--- src/rtl/aead_seq_ctrl.sv ---
// aead_seq_ctrl: sequences one ChaCha20-Poly1305 AEAD operation (config, AAD, keystream/payload, length block, tag).
module aead_seq_ctrl #(
    parameter int LEN_W     = 32,
    parameter int BLK_BYTES = 16
) (
    input  logic             clk,
    input  logic             rst,
    input  logic             cmd_valid,
    output logic             cmd_ready,
    input  logic             cmd_decrypt,
    input  logic [LEN_W-1:0] cmd_aad_len,
    input  logic [LEN_W-1:0] cmd_pld_len,
    input  logic             in_valid,
    output logic             in_ready,
    input  logic [127:0]     in_data,
    output logic             out_valid,
    input  logic             out_ready,
    output logic [127:0]     out_data,
    output logic [15:0]      out_keep,
    output logic             out_last,
    output logic             tag_valid,
    input  logic             tag_ready,
    output logic [127:0]     tag,
    output logic             busy,
    output logic             core_cfg_we,
    output logic             core_ks_req,
    input  logic             core_ks_valid,
    input  logic [511:0]     core_ks_data,
    output logic             core_aad_valid,
    input  logic             core_aad_ready,
    output logic [127:0]     core_aad_data,
    output logic [15:0]      core_aad_keep,
    output logic             core_pld_valid,
    input  logic             core_pld_ready,
    output logic [127:0]     core_pld_data,
    output logic [15:0]      core_pld_keep,
    output logic             core_len_valid,
    input  logic             core_len_ready,
    output logic [127:0]     core_len_block,
    input  logic             core_tag_pre_xor_valid,
    input  logic             core_tagmask_valid,
    input  logic [127:0]     core_tag_pre_xor,
    input  logic [127:0]     core_tagmask
);
    localparam logic [LEN_W-1:0] BLK = LEN_W'(BLK_BYTES);
    typedef enum logic [3:0] {IDLE, CFG, AAD, KS_REQ, KS_WAIT, PLD, LEN, TAG_WAIT, TAG_OUT} state_t;
    state_t state_q;
    logic             dec_q, hold_q, out_done_q, pld_done_q, last_q, pre_v_q, mask_v_q;
    logic [LEN_W-1:0] aad_rem_q, pld_rem_q, tot_aad_q, tot_pld_q;
    logic [511:0]     ks_q;
    logic [1:0]       lane_q;
    logic [15:0]      keep_q;
    logic [127:0]     out_data_q, poly_q, pre_q, mask_q, tag_q;
    logic [15:0]      aad_keep, pld_keep;
    logic [127:0]     pld_in, pld_xor, pre_n, mask_n;
    logic             aad_fire, in_fire, out_fire, pld_fire, retire, pre_v, mask_v;

    function automatic logic [15:0] keep_of(input logic [LEN_W-1:0] rem);
        return (rem >= BLK) ? 16'hFFFF : (16'd1 << rem[3:0]) - 16'd1;
    endfunction

    function automatic logic [127:0] byte_mask(input logic [15:0] k);
        logic [127:0] m;
        for (int i = 0; i < 16; i++) m[8*i +: 8] = {8{k[i]}};
        return m;
    endfunction

    function automatic logic [LEN_W-1:0] dec_rem(input logic [LEN_W-1:0] rem);
        return (rem >= BLK) ? rem - BLK : '0;
    endfunction

    assign aad_keep       = keep_of(aad_rem_q);
    assign pld_keep       = keep_of(pld_rem_q);
    assign pld_in         = in_data & byte_mask(pld_keep);
    assign pld_xor        = (in_data ^ ks_q[{lane_q, 7'd0} +: 128]) & byte_mask(pld_keep);
    assign cmd_ready      = state_q == IDLE;
    assign busy           = state_q != IDLE;
    assign core_cfg_we    = state_q == CFG;
    assign core_ks_req    = state_q == KS_REQ;
    assign in_ready       = (state_q == AAD) ? core_aad_ready : (state_q == PLD) && !hold_q;
    assign core_aad_valid = (state_q == AAD) && in_valid;
    assign core_aad_keep  = (state_q == AAD) ? aad_keep : '0;
    assign core_aad_data  = (state_q == AAD) ? in_data & byte_mask(aad_keep) : '0;
    assign out_valid      = (state_q == PLD) && hold_q && !out_done_q;
    assign out_data       = out_data_q;
    assign out_keep       = keep_q;
    assign out_last       = last_q;
    assign core_pld_valid = (state_q == PLD) && hold_q && !pld_done_q;
    assign core_pld_data  = poly_q;
    assign core_pld_keep  = keep_q;
    assign core_len_valid = state_q == LEN;
    assign core_len_block = {64'(tot_pld_q), 64'(tot_aad_q)};
    assign tag_valid      = state_q == TAG_OUT;
    assign tag            = tag_q;
    assign aad_fire       = core_aad_valid && core_aad_ready;
    assign in_fire        = (state_q == PLD) && in_valid && !hold_q;
    assign out_fire       = out_valid && out_ready;
    assign pld_fire       = core_pld_valid && core_pld_ready;
    // a block retires once both consumers have taken it, in either order
    assign retire         = (state_q == PLD) && hold_q && (out_done_q || out_fire) && (pld_done_q || pld_fire);
    assign pre_v          = pre_v_q || core_tag_pre_xor_valid;
    assign mask_v         = mask_v_q || core_tagmask_valid;
    assign pre_n          = core_tag_pre_xor_valid ? core_tag_pre_xor : pre_q;
    assign mask_n         = core_tagmask_valid ? core_tagmask : mask_q;

    always_ff @(posedge clk or posedge rst) begin
        if (rst) begin
            state_q    <= IDLE;
            dec_q      <= 1'b0;
            hold_q     <= 1'b0;
            out_done_q <= 1'b0;
            pld_done_q <= 1'b0;
            last_q     <= 1'b0;
            pre_v_q    <= 1'b0;
            mask_v_q   <= 1'b0;
            aad_rem_q  <= '0;
            pld_rem_q  <= '0;
            tot_aad_q  <= '0;
            tot_pld_q  <= '0;
            ks_q       <= '0;
            lane_q     <= '0;
            keep_q     <= '0;
            out_data_q <= '0;
            poly_q     <= '0;
            pre_q      <= '0;
            mask_q     <= '0;
            tag_q      <= '0;
        end else begin
            case (state_q)
                IDLE: if (cmd_valid) begin
                    dec_q     <= cmd_decrypt;
                    aad_rem_q <= cmd_aad_len;
                    pld_rem_q <= cmd_pld_len;
                    tot_aad_q <= cmd_aad_len;
                    tot_pld_q <= cmd_pld_len;
                    hold_q    <= 1'b0;
                    pre_v_q   <= 1'b0;
                    mask_v_q  <= 1'b0;
                    state_q   <= CFG;
                end
                CFG: state_q <= (aad_rem_q != '0) ? AAD : (pld_rem_q != '0) ? KS_REQ : LEN;
                AAD: if (aad_fire) begin
                    aad_rem_q <= dec_rem(aad_rem_q);
                    if (aad_rem_q <= BLK) state_q <= (pld_rem_q != '0) ? KS_REQ : LEN;
                end
                KS_REQ: state_q <= KS_WAIT;
                KS_WAIT: if (core_ks_valid) begin
                    ks_q    <= core_ks_data;
                    lane_q  <= 2'd0;
                    state_q <= PLD;
                end
                PLD: begin
                    if (in_fire) begin
                        hold_q     <= 1'b1;
                        out_done_q <= 1'b0;
                        pld_done_q <= 1'b0;
                        out_data_q <= pld_xor;
                        keep_q     <= pld_keep;
                        last_q     <= pld_rem_q <= BLK;
                        poly_q     <= dec_q ? pld_in : pld_xor;
                    end
                    if (out_fire) out_done_q <= 1'b1;
                    if (pld_fire) pld_done_q <= 1'b1;
                    if (retire) begin
                        hold_q    <= 1'b0;
                        lane_q    <= lane_q + 2'd1;
                        pld_rem_q <= dec_rem(pld_rem_q);
                        state_q   <= (pld_rem_q <= BLK) ? LEN : (lane_q == 2'd3) ? KS_REQ : PLD;
                    end
                end
                LEN: if (core_len_ready) state_q <= TAG_WAIT;
                TAG_WAIT: begin
                    if (core_tag_pre_xor_valid) begin
                        pre_q   <= core_tag_pre_xor;
                        pre_v_q <= 1'b1;
                    end
                    if (core_tagmask_valid) begin
                        mask_q   <= core_tagmask;
                        mask_v_q <= 1'b1;
                    end
                    if (pre_v && mask_v) begin
                        tag_q   <= pre_n ^ mask_n;
                        state_q <= TAG_OUT;
                    end
                end
                TAG_OUT: if (tag_ready) state_q <= IDLE;
                default: state_q <= IDLE;
            endcase
        end
    end
endmodule

--- config.mk ---
export PLATFORM = sky130hd
export DESIGN_NAME = aead_seq_ctrl
export DESIGN_NICKNAME = d
export VERILOG_FILES = /design/src/rtl/aead_seq_ctrl.sv
export SDC_FILE = /design/constraint.sdc
export NUM_CORES = 2
export LEC_CHECK = 0
export ABC_CLOCK_PERIOD_IN_PS = 44800
export CORE_AREA = 2 2 648 650
export CTS_BUF_LIST = sky130_fd_sc_hd__clkbuf_8
export DETAILED_ROUTE_END_ITERATION = 8
export DIE_AREA = 0 0 650 652
export GPL_ROUTABILITY_DRIVEN = 0
export GPL_TIMING_DRIVEN = 0
export PLACE_DENSITY_LB_ADDON = 0.08
export SYNTH_ARGS = -nofsm -noshare
export SYNTH_HDL_FRONTEND = slang
export SYNTH_SLANG_ARGS = --single-unit
export TNS_END_PERCENT = 10
--- constraint.sdc ---
create_clock -name clk -period 44.8 [get_ports clk]
set_input_delay 8.96 -clock clk [delete_from_list [all_inputs] [get_ports clk]]
set_output_delay 8.96 -clock clk [all_outputs]
set_load 0.05 [all_outputs]
==> impl_metrics.env <==
export IMPL_outcome="finished, final reports clean"
export IMPL_detail_routed_net_length_per_standard_cell_microns=29.7
export IMPL_worst_ep_required_time_ps=35840
export IMPL_critPathCaptureType="output pin"
export IMPL_yosys_warnings=0
export IMPL_synthToLayoutAreaGrowth_pct=50.3
export IMPL_route_detailed_vias_per_inst=3.80
export IMPL_globalRouteOverflowTotal=0
export IMPL_skew_ps=90.9
export IMPL_grt_max_degree=38
export IMPL_timing_final_crit_period_ps=20050
export IMPL_share_of_the_yosys_chip_area_belonging_to_registers_pct=53.9
export IMPL_die_w_microns=650
export IMPL_die_y_microns=652
export IMPL_hold_viol_final=0
export IMPL_netlist_instances=5104
export IMPL_final_max_slew_viol_count=0
export IMPL_vdd_ir_drop_max_mv=0.0386
export IMPL_synth_top_cells_by_count="1,309 x dfrtp_1, 685 x mux2_2, 656 x nand2_1"
export IMPL_post_synth_num_cell_types=66
export IMPL_post_cts_repair_setup_buffers=0
export IMPL_synth_area_sq_mm=0.0607
export IMPL_path_clk_slew_ps=50
export IMPL_rsz0062_at_grt="no"
export IMPL_number_of_flops_mapped_to_enable_cells_by_yosys=0
export IMPL_yosys_most_used_dff="dfrtp_1"
export IMPL_fin_crit_share_pct=44.7
export IMPL_detailroute_via_count=49100
export IMPL_start_util_pct=14.6
export IMPL_critical_path_class="input port to output pin"
export IMPL_worst_endpoint_arrival_ps=11090
export IMPL_synth_top_area_share_pct=53.9
export IMPL_routed_wire_length_microns=383000
export IMPL_setup_tns_ps=0
export IMPL_post_route_worst_setup_slack_ps=24750
export IMPL_fmax_mhz=49.9
export IMPL_clk_latency_ps=1050
export IMPL_timing_critical_path_from_type="input port"
export IMPL_synth_ff_latch_count=1309
export IMPL_cts_hold_buffers_added=0
export IMPL_fillerInstances=45100
export IMPL_power_leakage_nw=37.9
export IMPL_cts_inserted_buffers=302
export IMPL_cts_resized=0
export IMPL_clockRootBuffer="clkbuf_8"
export IMPL_post_synth_top_area_cell="dfrtp_1"
export IMPL_pwr_density_cell_mw_per_mm2=75.6
export IMPL_grt_util_all_layers_pct=17.6
export IMPL_detailedPlacementHpwl_microns=311000
export IMPL_critPathMaxFanout=2
export IMPL_final_layout_size_suffix_gt1_share_pct=19.6
export IMPL_top_level_port_count=1672
export IMPL_grt_first_pass_wirelength_microns=503000
export IMPL_nNetsFinal=8122
export IMPL_drtIter0Drc=2401
export IMPL_timing_max_cap_violations=0
export IMPL_cts_sink_count=1309
export IMPL_hold_class="register to register"
export IMPL_post_synth_top_count_cell="dfrtp_1"
export IMPL_cts_tree="built"
export IMPL_firstDrtPassIters=5
export IMPL_pre_cts_ws_ps=24600
export IMPL_place_port_buffers=1605
export IMPL_grt_antenna_before_repair=301
export IMPL_clock_path_buffers=4
export IMPL_h_tree_depth=5
export IMPL_final_setup_viol_count=0
export IMPL_average_size_of_a_mapped_cell_sq_um=11.9
export IMPL_async_flop_share_pct=100
export IMPL_first_global_vias=51800
export IMPL_floorplan_die_area_sq_mm=0.424
export IMPL_row_count=237
export IMPL_antenna_left=0
export IMPL_timing_max_slew_rel_slack_pct=6.04
export IMPL_worst_slew_pin_slew_ps=1410
export IMPL_design_core_area_sq_mm=0.416
export IMPL_route_detailed_drc=0
export IMPL_post_synth_main_area_contributors="dfrtp_1 54%, mux2_2 13%, xnor2_1 5.6%"
power breakdown:
group	switching, mW	internal [mW]	leakage, nW
combinational	2.09	1.31	18.4
clock	0.651	0.748	3.41
sequential	0.350	1.75	16.1
kinds of logic (layout without fill, tap and decap cells):
group	count (synthesis)	in the layout	share of synthesized area [%]
XOR/XNOR	387	387	5.58
multiplexers	1069	1069	21.7
flip-flops	1309	1309	53.9
other	1	131	0.00617
adder cells (fa/ha/maj)	8	8	0.165
AO/OA/AOI/OAI	668	668	6.04
AND/OR/NAND/NOR	1262	1262	9.59
buffers and inverters	400	2585	3.03
sequential cells by signal (all words and copies together) (netlist names), 128 cells and up:
signal and flops:
pre_q 128, core_pld_data 128, tag 128, ks_q 512
out_data 128, mask_q 128
worst max-delay path, cell delays in order:
cell and delay (ps):
clkdlybuf4s50_1 480, nand2_1 160, o21ai_0 390, clkdlybuf4s50_1 1070
layer usage:
metal  global-route usage (%)  vias up  share of wire, %
met5                        0        -              0.31
met4                     4.62      182               3.0
met3                     6.26      763               8.0
met2                     32.7     1780                52
met1                     18.6    24600                36
li1                         -    21800                 -
cells in the final DEF (no fill, tap or decap), types with 137 or more instances in the layout:
cell	instances
a21oi_1	160
clkbuf_1	220
nor2_1	182
and2_1	137
mux2i_1	256
clkbuf_8	367
nand2_1	656
xnor2_1	386
inv_1	138
mux2_2	685
o21ai_0	395
dfrtp_1	1309
clkdlybuf4s50_1	1605
path summary, 6_finish.rpt:
check                                     from                end  slack (ps)  cells past startpoint
worst max-delay path            core_aad_ready           in_ready       24750                      4
worst min-delay path             tot_aad_q[27]      tot_aad_q[27]         470                      2
worst min register to register   tot_aad_q[27]      tot_aad_q[27]         470                      2
worst max register to register    pld_rem_q[5]  core_pld_data[68]       40610                      9
min in group asynchronous                  rst         mask_q[90]        8490                      2
max in group asynchronous                  rst  core_pld_data[79]       33020                     13
through the flow:
| stage | util [%] | total power [mW] | hold WS [ps] | instances | cell area [sq um] |
|---|---|---|---|---|---|
| CTS | 21.9 | 7.08 | 478 | 12800 | 91100 |
| global placement | 20.2 | 5.57 | 462 | 12300 | 83900 |
| finish | 21.9 | 6.90 | 473 | 12900 | 91300 |
| detailed placement | 20.5 | 5.60 | 468 | 12300 | 85300 |
| global route | 21.9 | 7.31 | 497 | 12900 | 91200 |
| floorplan | - | 4.14 | 449 | 5167 | 61000 |
final cells by class:
cell class	count	area (sq um)	share of cell area, %
multi-input combinational	3458	26400	29.0
antenna	67	168	0.184
buffer	378	1790	1.96
tap	5497	6880	7.53
inverter	22	86.3	0.0946
clock inverter	148	766	0.839
sequential	1309	32800	35.9
clock buffer	367	5050	5.53
timing repair buffer	1670	17400	19.0
(Power assumes the default switching activity.)
